### config.mk
export PLATFORM = sky130hd
export DESIGN_NAME = ax65_ram_req_ctrl
export DESIGN_NICKNAME = d
export VERILOG_FILES = /design/src/rtl/ax65_ram_req_ctrl.sv
export SDC_FILE = /design/constraint.sdc
export NUM_CORES = 1
export LEC_CHECK = 0
export CAP_MARGIN = 20
export CORE_ASPECT_RATIO = 1.1
export CORE_UTILIZATION = 39
export CTS_CLUSTER_DIAMETER = 120
export CTS_CLUSTER_SIZE = 8
export DETAILED_ROUTE_END_ITERATION = 6
export MAX_ROUTING_LAYER = met4
export PLACE_DENSITY = 0.8
export SETUP_SLACK_MARGIN = 0.02
export SLEW_MARGIN = 5
export SYNTH_ARGS = -nofsm -noshare
export SYNTH_HDL_FRONTEND = slang
export SYNTH_SLANG_ARGS = --single-unit
### constraint.sdc
create_clock -name i_clk -period 3.8 [get_ports i_clk]
set_input_delay 1.14 -clock i_clk [delete_from_list [all_inputs] [get_ports i_clk]]
set_output_delay 1.14 -clock i_clk [all_outputs]
set_load 0.01 [all_outputs]
### src/rtl/ax65_ram_req_ctrl.sv
// rtl/ax65_ram_req_ctrl.sv - valid/ready request stream to single-port byte-write SRAM pins, 2-entry read response buffer
// Optional post-reset zero-fill sweep is enabled by defining AX65_RAM_REQ_CTRL_INIT_EN.
module ax65_ram_req_ctrl #(
  parameter int ADDR_WIDTH   = 5,
  parameter int DATA_BYTE    = 4,
  parameter int BIT_PER_BYTE = 8,
  localparam int NUM_WORDS   = 2**ADDR_WIDTH,
  localparam int DATA_WIDTH  = DATA_BYTE*BIT_PER_BYTE
) (
  input  logic                  i_clk,
  input  logic                  i_rst,
  input  logic                  i_req_valid,
  output logic                  o_req_ready,
  input  logic                  i_req_we,
  input  logic [ADDR_WIDTH-1:0] i_req_addr,
  input  logic [DATA_WIDTH-1:0] i_req_wdata,
  input  logic [DATA_BYTE-1:0]  i_req_be,
  output logic                  o_rsp_valid,
  input  logic                  i_rsp_ready,
  output logic [DATA_WIDTH-1:0] o_rsp_rdata,
  output logic                  o_ram_cs,
  output logic [DATA_BYTE-1:0]  o_ram_bwe,
  output logic [ADDR_WIDTH-1:0] o_ram_addr,
  output logic [DATA_WIDTH-1:0] o_ram_din,
  input  logic [DATA_WIDTH-1:0] i_ram_dout,
  output logic                  o_init_busy
);

  logic                  rd_inflight_q, rd_inflight_d;
  logic [1:0]            wptr_q, wptr_d;
  logic [1:0]            rptr_q, rptr_d;
  logic [DATA_WIDTH-1:0] buf_q [2];
  logic [DATA_WIDTH-1:0] buf_d [2];
  logic [1:0]            count;
  logic [2:0]            occ_after_pop;
  logic                  full;
  logic                  push;
  logic                  pop;
  logic                  acc;
  logic                  init_busy;

`ifdef AX65_RAM_REQ_CTRL_INIT_EN
  typedef enum logic {ST_INIT, ST_RUN} state_e;
  state_e                state_q, state_d;
  logic [ADDR_WIDTH-1:0] cnt_q, cnt_d;

  always_ff @(posedge i_clk) begin
    if (i_rst) begin
      state_q <= ST_INIT;
      cnt_q   <= '0;
    end else begin
      state_q <= state_d;
      cnt_q   <= cnt_d;
    end
  end

  // Counter wraps naturally to 0 on the last swept address.
  always_comb begin
    state_d = state_q;
    cnt_d   = cnt_q;
    if (state_q == ST_INIT) begin
      cnt_d = cnt_q + ADDR_WIDTH'(1);
      if (cnt_q == ADDR_WIDTH'(NUM_WORDS-1)) state_d = ST_RUN;
    end
  end

  assign init_busy = (state_q == ST_INIT);
`else
  assign init_busy = 1'b0;
`endif

  assign o_init_busy = init_busy;

  // Occupancy counts the read already in the RAM pipe so the buffer can never overflow.
  assign count         = wptr_q - rptr_q;
  assign full          = (wptr_q[1] != rptr_q[1]) && (wptr_q[0] == rptr_q[0]);
  assign o_rsp_valid   = (wptr_q != rptr_q);
  assign o_rsp_rdata   = buf_q[rptr_q[0]];
  assign pop           = o_rsp_valid & i_rsp_ready;
  assign push          = rd_inflight_q;
  assign occ_after_pop = {1'b0, count} + {2'b00, rd_inflight_q} - {2'b00, pop};

  assign o_req_ready   = !i_rst && !init_busy && (i_req_we || (occ_after_pop < 3'd2));
  assign acc           = i_req_valid & o_req_ready;
  assign rd_inflight_d = acc & ~i_req_we;

  always_comb begin
    o_ram_cs   = acc;
    o_ram_bwe  = (acc && i_req_we) ? i_req_be : '0;
    o_ram_addr = i_req_addr;
    o_ram_din  = i_req_wdata;
`ifdef AX65_RAM_REQ_CTRL_INIT_EN
    if (init_busy && !i_rst) begin
      o_ram_cs   = 1'b1;
      o_ram_bwe  = '1;
      o_ram_addr = cnt_q;
      o_ram_din  = '0;
    end
`endif
  end

  always_comb begin
    wptr_d = wptr_q;
    rptr_d = rptr_q;
    buf_d  = buf_q;
    if (push) begin
      buf_d[wptr_q[0]] = i_ram_dout;
      wptr_d           = wptr_q + 2'd1;
    end
    if (pop) rptr_d = rptr_q + 2'd1;
  end

  always_ff @(posedge i_clk) begin
    if (i_rst) begin
      rd_inflight_q <= 1'b0;
      wptr_q        <= '0;
      rptr_q        <= '0;
    end else begin
      rd_inflight_q <= rd_inflight_d;
      wptr_q        <= wptr_d;
      rptr_q        <= rptr_d;
    end
    buf_q <= buf_d;
  end

  a_no_push_when_full: assert property (@(posedge i_clk) disable iff (i_rst) !(push && full));

endmodule

---- After elaboration in Yosys (flattened, before gate mapping) ----
Index checks and enable logic that the tools add are counted.
storage, ports and cells
  flip-flop bits (word level) ............. 69
  bits of input ports ..................... 78
  output and inout port bits .............. 77
operators by class
  $add $sub $neg .......................... 5
  $lt $le $gt $ge ......................... 4
  eq/ne operators ......................... 1
  muxes and demuxes ....................... 7
  bitwise operators ....................... 6
  reduce and logical (&&, ||, !) cells .... 5
operators by type and width
  operator             number
  $mux 32              4
  $bwmux 64            1
  $demux 32 s1         1
  $add 2x1->2 const B  2
  $ge 2x2->1 const B   2
  $mux 4               1
  $not 1->2            2
  $add 2x1->3          1
  $and 1x1->1          3
  $logic_and 1x1->1    3
  $lt 3x2->1 const B   1
  $sub 3x1->3          1
  $lt 2x1->1 const B   1
  $ne 2x2->1           1
  $sub 2x2->2          1
  $logic_not 1->1      1
  $logic_or 1x1->1     1
  $not 1->1            1

---- Depth between registers and ports, before layout ----
Gate-level depths: netlist (run 1).
  depth after elaboration ................. 9
  gate-level depth with buffers ........... 10
  mapped depth without buffers ............ 10

---- Worst setup path before layout (run 1) ----
Ideal clock, no wire load.
  kind .................................... input to output
  from .................................... in i_rsp_ready
  to ...................................... out o_ram_cs
  data arrival time ....................... 2.561 ns
  required time ........................... 2.660 ns
  setup slack ............................. 0.099 ns
  stages on the path ...................... 8
  cells stage by stage .................... a21boi_2 -> ha_1 -> nor2_1 -> fa_1 -> xor2_1 -> xnor2_1 -> a21oi_2 -> nor2_1
between the ends
  longest elaborated chain between the ends .. 6
RTL lines
  element             line  source
  start: declaration  19    input logic i_rsp_ready,
  $and 1x1->1         79    assign pop = o_rsp_valid & i_rsp_ready;
  $sub 3x1->3         81    assign occ_after_pop = {1'b0, count} + {2'b00, rd_inflight_q} - {2'b00, pop};
  $lt 3x2->1          83    assign o_req_ready = !i_rst && !init_busy && (i_req_we || (occ_after_pop < 3'd2));
  $logic_or 1x1->1    83
  $logic_and 1x1->1   83
  $and 1x1->1         84    assign acc = i_req_valid & o_req_ready;
  end: declaration    21    output logic o_ram_cs,
Every way passes these cells.

---- Worst setup path after layout (run 1) ----
  from .................................... in i_rsp_ready
  to ...................................... out o_req_ready
between the ends
  longest elaborated chain between the ends .. 5
RTL lines
  element            line  source
  $and 1x1->1        79
  named net pop      38    logic pop;
  $sub 3x1->3        81
  $lt 3x2->1         83
  $logic_or 1x1->1   83
  $logic_and 1x1->1  83
  end: declaration   13    output logic o_req_ready,
The timed path passes the listed nets, and every way through them passes these cells.

==> impl.org, run 1 <==
** Global route
- Number of antenna violations at the first check in global routing :: 0
- Leftover overflow at the end of global routing :: 0
- The via count of the first global-routing pass came to 1,641.
- Global routing used 13.75% of the available tracks across all layers.
- Pin count of the biggest net entering global routing :: 35
- The first global-routing pass estimated 7741 um of wire.

** Route
- Post-DR vias/cell :: 4.808
- DR DRC count :: 16
- The first TritonRoute pass finished after 7 iterations.
- Mean routed wirelength per cell :: 15.63 um
- For this block, the initial DRC count from the detailed router was 78.
- Routed via count :: 1,553
- The routed design has 5050 um of wire.
- The count of nets left with antenna violations once routing finished came out at 0.

** Placement
- PortBufs :: 79
- At the end of routability-driven placement, the weighted congestion stood at 0.7129.
- OpenSTA, run right after detailed placement, puts the worst setup slack at -842.6 ps.
- Summing all placed instances gives a cell area of 0.003583 mm^2.
- Total half-perimeter wirelength after legalization and detailed placement :: 3351 um
- Placed insts :: 307

** Pwr
- Part of the total power dissipated in the clock network :: 32.0%
- The design draws 1.825 mW.
- The worst-case IR drop observed on VDD is 279.0 uV.
- Internal power :: 1.387 mW
- Dividing total power by cell area gives a power density of 480.5 mW/mm^2.
- Sequential group share of total power :: 47.7%
- The analysis attributes to cell leakage a power of 1.273 nW.
- Net switching is 24.03% of the power.
- In this run, the combinational gates consume 20.4% of the power.
- In this run the power spent charging and discharging nets is 438.6 uW.

** Logic synthesis
- Flip-flop and latch count after synthesis :: 69
- For this run, the number of Yosys warnings is 0.
- Seq/Total Area, Yosys :: 68.82%
- Leading register cell type out of synthesis :: sky130_fd_sc_hd__edfxtp_1
- Counting distinct cell types in the post-synthesis netlist gives 21.
- When the netlist entered floorplanning its net count stood at 261.
- Averaged over all synthesized cells, the footprint is 16.32 um^2.
- Post-synth EDFFs :: 64
- Asr flop ratio synth :: 0%
- Summing every instance area after synthesis gives 0.002938 mm^2.
- Synthesis produced 180 cells.

** Setup path
- Gate family responsible for the most delay along the worst path :: adder cells
- Critical-path cell with the highest stage delay :: sky130_fd_sc_hd__fa_2
- Critical Path End Type :: primary output
- Worst Setup Path Type :: in2out
- For the worst setup path, the data required time is 2660 ps.
- Buffers & Inverters on Critical Path :: 2
- In this run the worst path has a maximum fanout of 3.
- For this run, the slowest stage of the critical path takes 340 ps.
- Ordered list of cells on the worst path :: buf_6 -> a21boi_4 -> ha_4 -> nor2_2 -> fa_2 -> xor2_1 -> xnor2_1 -> a21oi_2 -> nor2_1 -> buf_2
- Nature of the critical path startpoint :: primary input
- Critical Path AT :: 2690 ps

** Finish
- The post-route netlist has 26.89% of its cells at a drive strength greater than 1.
- Final net count :: 314
- The repair_antennas step left the layout with diodes totalling 0.
- Leading cell types in the layout, fill and taps excluded :: sky130_fd_sc_hd__clkdlybuf4s50_1 (76), sky130_fd_sc_hd__edfxtp_1 (64), sky130_fd_sc_hd__mux2_2 (32), sky130_fd_sc_hd__clkbuf_8 (9), sky130_fd_sc_hd__nor2_1 (6)
- The layout has 579 filler cells.
- Relative to the synthesized area, the layout overhead comes to 29.30%.
- Most frequent standard cell in the layout excluding fill and tap cells :: sky130_fd_sc_hd__clkdlybuf4s50_1
- Area taken by multi-input logic gates :: 635.6 um^2
- Post-layout instance count excluding filler cells :: 323
- Summing all flip-flop and latch instances after layout gives 0.002023 mm^2.
- Post-route standard cell area excluding fillers :: 0.003799 mm^2

** Timing
- The final-report max-slew violation count came to 0.
- Worst-Margin Slew :: 996.9 ps
- Setup ws final :: -31.78 ps
- In the finished design, the share of the clock period the worst path needs comes to 100.8%.
- Unrepaired setup endpoints after global routing :: true
- Setup skew after layout :: 8.958 ps
- Crit path time final :: 3832 ps
- Highest achievable clock rate :: 0.2610 GHz
- Final setup fails :: 2
- Sum of negative setup slack :: -56.72 ps
- The number of hold-slack violations in the final timing report was 0.
- Worst-case headroom to the max-slew limit :: 33.38%

** Die
- From left edge to right edge, the die measures 84.76 um.
- The initial utilization of the core area, before any placement, comes to 40.99%.
- In this run the standard cell core region covers 0.007167 mm^2.
- Overall die area :: 0.007885 mm^2
- Number of standard-cell rows in the floorplan :: 32
- Chip height :: 93.03 um
- In this run the count of I/O pins placed on the die edge is 155.

** Run status
- Failing checks :: DRC, setup timing
- The flow ran to the end, but the final reports show violations.

** Clocking
- Root buffer selected by CTS :: sky130_fd_sc_hd__clkbuf_8
- Counting the buffers created by CTS gives 9.
- H-Tree Level Count :: 3
- The clock reaches the later pin of the worst-skew pair after 330 ps.
- Deepest clock path buffer count :: 2
- Register clock-pin slew on the reported worst setup and hold paths :: 70 ps
- The clock drives 69 sinks.
- TritonCTS built the clock tree.
- CTS Hold Bufs :: 0

** Job
- Max-cap violations :: 0

** Worst hold path
- Hold/Removal Path Class :: reg2reg
[state kept, by name (all words and copies together), names as in the netlist]
signal,cells
buf_q,64
push,1
rptr_q,2
wptr_q,2
[metal layers]
metal	GRT usage, %	wire (um)
met4	8.051	178
met2	23.10	2616
met1	13.51	1885
met3	5.472	370
met5	-	0
[synth_stat cells (2+ instances only)]
cell | instances | share of area (%)
sky130_fd_sc_hd__and3_1 | 4 | 0.85
sky130_fd_sc_hd__buf_2 | 4 | 0.68
sky130_fd_sc_hd__buf_4 | 38 | 9.7
sky130_fd_sc_hd__dfxtp_1 | 5 | 3.4
sky130_fd_sc_hd__edfxtp_1 | 64 | 65
sky130_fd_sc_hd__ha_1 | 2 | 0.85
sky130_fd_sc_hd__inv_1 | 4 | 0.51
sky130_fd_sc_hd__mux2_2 | 32 | 12
sky130_fd_sc_hd__nand2_1 | 2 | 0.26
sky130_fd_sc_hd__nor2_1 | 9 | 1.1
sky130_fd_sc_hd__xnor2_1 | 5 | 1.5
sky130_fd_sc_hd__xor2_1 | 2 | 0.60
[tightest hold or removal path, delay by kind of cell, from the launching register on]
family	cells	cell delay, ps
XOR/XNOR	1	90
AND/OR/NAND/NOR	1	70
flip-flops	1	350
[timing repair]
item                       CTS  global route
gates resized for setup     15             1
setup buffers                0             0
setup endpoints to repair    2             2
pin swaps                    7             5
[power groups by stage]
stage	Combinational [mW]	Sequential (mW)	Clock (mW)
after global routing	0.400	0.872	0.632
final	0.372	0.870	0.583
after detailed placement	0.372	0.888	0
after CTS	0.375	0.870	0.604
after floorplan	0.222	0.886	0
after global placement	0.366	0.886	0
[logic make-up after synthesis]
family                     share of synthesized area (%)
adders and majority gates                          1.533
buffers and inverters                              10.90
xor gates and xnor gates                           2.641
and+or+nand+nor                                    2.853
DFF                                                68.82
muxes                                              12.27
other                                             0.1276
AOI/OAI and AO/OA                                 0.8517
[cell type report]
class | instances | share of cell area [%]
Clock buffer | 10 | 3.360
Clock inverter | 6 | 1.877
Inverter | 4 | 0.3953
Multi-Input combinational cell | 65 | 16.73
Sequential cell | 69 | 53.26
Tap cell | 85 | 2.800
Timing Repair Buffer | 84 | 21.57
[through the flow]
step	hold slack (ps)	utilization [%]
CTS	548.0	52.83
floorplan	484.4	-
detailed placement	521.2	50.00
global placement	500.5	50.00
finish	547.2	53.00
global route	575.2	53.00
[path summary, 6_finish.rpt]
path,slack [ps],depth (start not counted),end,startpoint
setup / recovery,-30,10,o_req_ready,i_rsp_ready
hold / removal,550,2,wptr_q[0],push
setup reg to reg,1580,10,push,wptr_q[0]
hold reg to reg,550,2,wptr_q[0],push
Note: power is estimated with default switching activity, not from simulation.
==> inputs of run 2 (changes only) <==
Settings changed: CAP_MARGIN 20 to default.
Clock period 3.8 ns to 4 ns, I/O delays scaled along.
==> impl.org, run 2 (synthesis gave the netlist of run 1 again) <==
** Run status
- The run finished, with violations left.
- Failing checks :: DRC

** Setup path
- Ordered list of cells on the worst path :: buf_6 -> a21boi_4 -> ha_4 -> nor2_2 -> fa_2 -> xor2_2 -> xnor2_1 -> a21oi_2 -> nor2_1 -> buf_2
- On the worst path, the slowest cell contributes a delay of 350 ps.
- The endpoint identified for the worst register-to-register timing path is push.
- Worst r2r src :: wptr_q[0]
- Buffers & Inverters on Critical Path :: 2
- Required arrival time at the worst endpoint :: 2800 ps
- Worst-path maximum fanout :: 3
- Worst reg2reg setup slack :: 1570 ps
- Worst Setup Path Type :: in2out
- The cell family contributing the most delay on the critical path is adder cells.
- The critical path starts at i_rsp_ready.
- Nature of the critical path startpoint :: primary input
- The largest individual stage delay along the critical path comes from the cell sky130_fd_sc_hd__fa_2.
- Critical Path AT :: 2750 ps
- Critical Path End Type :: primary output
- Path depth of the worst reg2reg path :: 11

** Finish
- Most frequent standard cell in the layout excluding fill and tap cells :: sky130_fd_sc_hd__clkdlybuf4s50_1
- For this run, the post-layout net count is 315.
- The register with the most flip-flops in the final layout is buf_q.
- The top cell types in the final layout, fill and taps aside, are sky130_fd_sc_hd__clkdlybuf4s50_1 (76), sky130_fd_sc_hd__edfxtp_1 (64), sky130_fd_sc_hd__mux2_2 (32), sky130_fd_sc_hd__clkbuf_8 (9).
- Layout overhead on the synthesized area :: 29.09%
- Area taken by multi-input logic gates :: 645.6 um^2
- Number of fill cells :: 587
- The register with the most flip-flops in the layout has 64 of them.
- Summing all non-filler instances in the final layout gives an area of 0.003792 mm^2.
- Count of antenna diodes in the layout :: 0
- Top flop regs :: buf_q x64, rptr_q x2, wptr_q x2
- Register Area :: 0.002024 mm^2
- Layout cells sized above 1 :: 28.45%

** Timing
- Hold Vio Cnt, Final :: 0
- Setup ws final :: 47.22 ps
- The final critical path takes up 98.82% of the cycle.
- The final-report max-slew violation count was 0.
- Sum of negative setup slack :: 0 ps
- For the final database, setup skew stands at 9.654 ps.
- Subtracting the final worst setup slack from the clock period gives 3953 ps.
- Highest achievable clock rate :: 0.2530 GHz
- Final setup fails :: 0
- Worst-case headroom to the max-slew limit :: 34.52%
- Fin Hold WS :: 531.9 ps
- At the pin with the least slew margin, the transition time is 979.8 ps.
- Unrepaired setup endpoints after global routing :: true

** Global route
- Global-route wire length before repair :: 8100 um
- The total overflow left after global routing is 0.
- For this run, the total global-route usage over all layers was measured as 14.44%.
- Via count of the first global-routing pass :: 1,709
- Entering global routing, the biggest net connects 35 pins.
- Number of antenna violations at the first check in global routing :: 0

** Pwr
- Combinational cells account for 21.7% of the total power.
- Static power due to leakage :: 1.268 nW
- Part of the total power dissipated in the clock network :: 29.1%
- For this design the total switching power over the nets is 422.9 uW.
- Net switching is 25.13% of the power.
- Sequential group share of total power :: 49.2%
- For this design the ratio of total power to cell area is 443.8 mW/mm^2.
- Worst IR Drop VDD :: 236.5 uV
- Internal power :: 1.260 mW

** Die
- Number of standard-cell rows in the floorplan :: 32
- The die is 93.03 um tall.
- Starting density of the core :: 40.99%
- I/O pin count :: 155
- Core area :: 0.007167 mm^2
- Overall die area :: 0.007885 mm^2
- Measured along the x axis, the die boundary spans 84.76 um.

** Worst hold path
- Hold wc startpoint :: push
- Hold path cells :: 2
- The path with the worst hold slack has its endpoint at wptr_q[0].
- The min-delay analysis places its worst path in the category reg2reg.

** Route
- The detailed router finished its first iteration with 89 violations.
- Count of nets left with antenna violations after detail routing :: 0
- After detailed routing, the total wire length is 5105 um.
- After detailed routing, the number of remaining DRC violations is 17.
- Mean routed wirelength per cell :: 15.76 um
- The detailed router placed 1,576 vias in this run.
- Post-DR vias/cell :: 4.864
- Total iterations of the first detailed-routing run :: 7

** Placement
- Post-placement cell area :: 0.003576 mm^2
- During placement, the flow inserted port buffers numbering 79.
- Total half-perimeter wirelength after legalization and detailed placement :: 3265 um
- Routability congestion estimate :: 0.6769
- OpenSTA, run right after detailed placement, puts the worst setup slack at -737.9 ps.

** Clocking
- TritonCTS built the clock tree.
- Clock-pin slew was measured on the worst setup and hold paths at 70 ps.
- The H-tree generated during clock tree synthesis spans 3 levels.
- The clock drives 69 sinks.
- TritonCTS created 9 clock buffers.
- CTS Hold Bufs :: 0
- The cell sitting at the root of the clock tree is a sky130_fd_sc_hd__clkbuf_8.
- Deepest clock path buffer count :: 2
- The clock reaches the later pin of the worst-skew pair after 340 ps.

** Job
- Max-cap violations in this run came to 0.
-- run 2: cell types whose count changed in the layout (fill, tap and decap cells not counted), sizes merged --
cell,previous run,this run
clkbuf,10,9
bufinv,1,0
buf,8,9
clkinv,1,3
-- run 2: power by group through the flow --
stage,combinational (mW),sequential (mW),clock [mW]
final,0.365,0.828,0.490
after global routing,0.394,0.831,0.534
after CTS,0.354,0.828,0.506
after detailed placement,0.348,0.844,0
after global placement,0.345,0.842,0
after floorplan,0.211,0.842,0
-- run 2: worst reg2reg max path, cell delays in order, from the launching register on --
cell	delay, ps
sky130_fd_sc_hd__dfxtp_2	370
sky130_fd_sc_hd__inv_1	100
sky130_fd_sc_hd__ha_2	400
sky130_fd_sc_hd__a21boi_4	80
sky130_fd_sc_hd__ha_4	270
sky130_fd_sc_hd__nor2_2	40
sky130_fd_sc_hd__fa_2	350
sky130_fd_sc_hd__xor2_2	150
sky130_fd_sc_hd__xnor2_1	160
sky130_fd_sc_hd__a21oi_2	90
sky130_fd_sc_hd__buf_4	130
sky130_fd_sc_hd__nor3_1	200
-- run 2: worst max path at each step --
stage / endpoint / slack, ps / depth (start not counted)
3_3_place_gp: o_ram_cs / -710 / 10
2_1_floorplan: o_ram_cs / 180 / 8
3_5_place_dp: o_ram_cs / -740 / 10
4_1_cts: o_req_ready / 20 / 10
6_report: o_req_ready / 50 / 10
5_1_grt: o_req_ready / -20 / 10
-- run 2: per-layer routing --
metal  track usage [%]  vias to the layer above  part of all wire [%]
met5                 -                        -                     0
met4             8.757                        0                   4.0
met3             5.737                       26                   8.1
met2             23.17                       74                    50
met1             15.01                      759                    38
li1                  -                      717                     -
-- run 2: final cells by class --
class,count,area share (%)
timing repair buffer,85,21.81
sequential,69,53.38
clock buffer,9,3.266
tap,85,2.804
inverter,4,0.3959
clock inverter,7,1.320
multi-input combinational,65,17.02
-- run 2: what timing repair did --
action / 4_1_cts / 5_1_grt
setup endpoints to repair: 2 / 2
gates resized for setup: 15 / 4
gates cloned: 0 / 0
setup buffers: 1 / 1
endpoints found under the hold margin: 0 / 0
pin swaps: 7 / 5
-- run 2: through the flow --
stage          utilization (%)  cells  total power, mW
5_1_grt                  52.92    324            1.758
2_1_floorplan                -    180            1.053
6_report                 52.92    324            1.683
3_5_place_dp             49.90    306            1.192
3_3_place_gp             49.90    306            1.188
4_1_cts                  52.48    323            1.688
==> inputs of run 3 (changes only) <==
Settings changed: HOLD_SLACK_MARGIN from default to 0.08.
==> results of run 3 <==
Same layout as run 2: the final DEF is identical, and so are final timing and power.
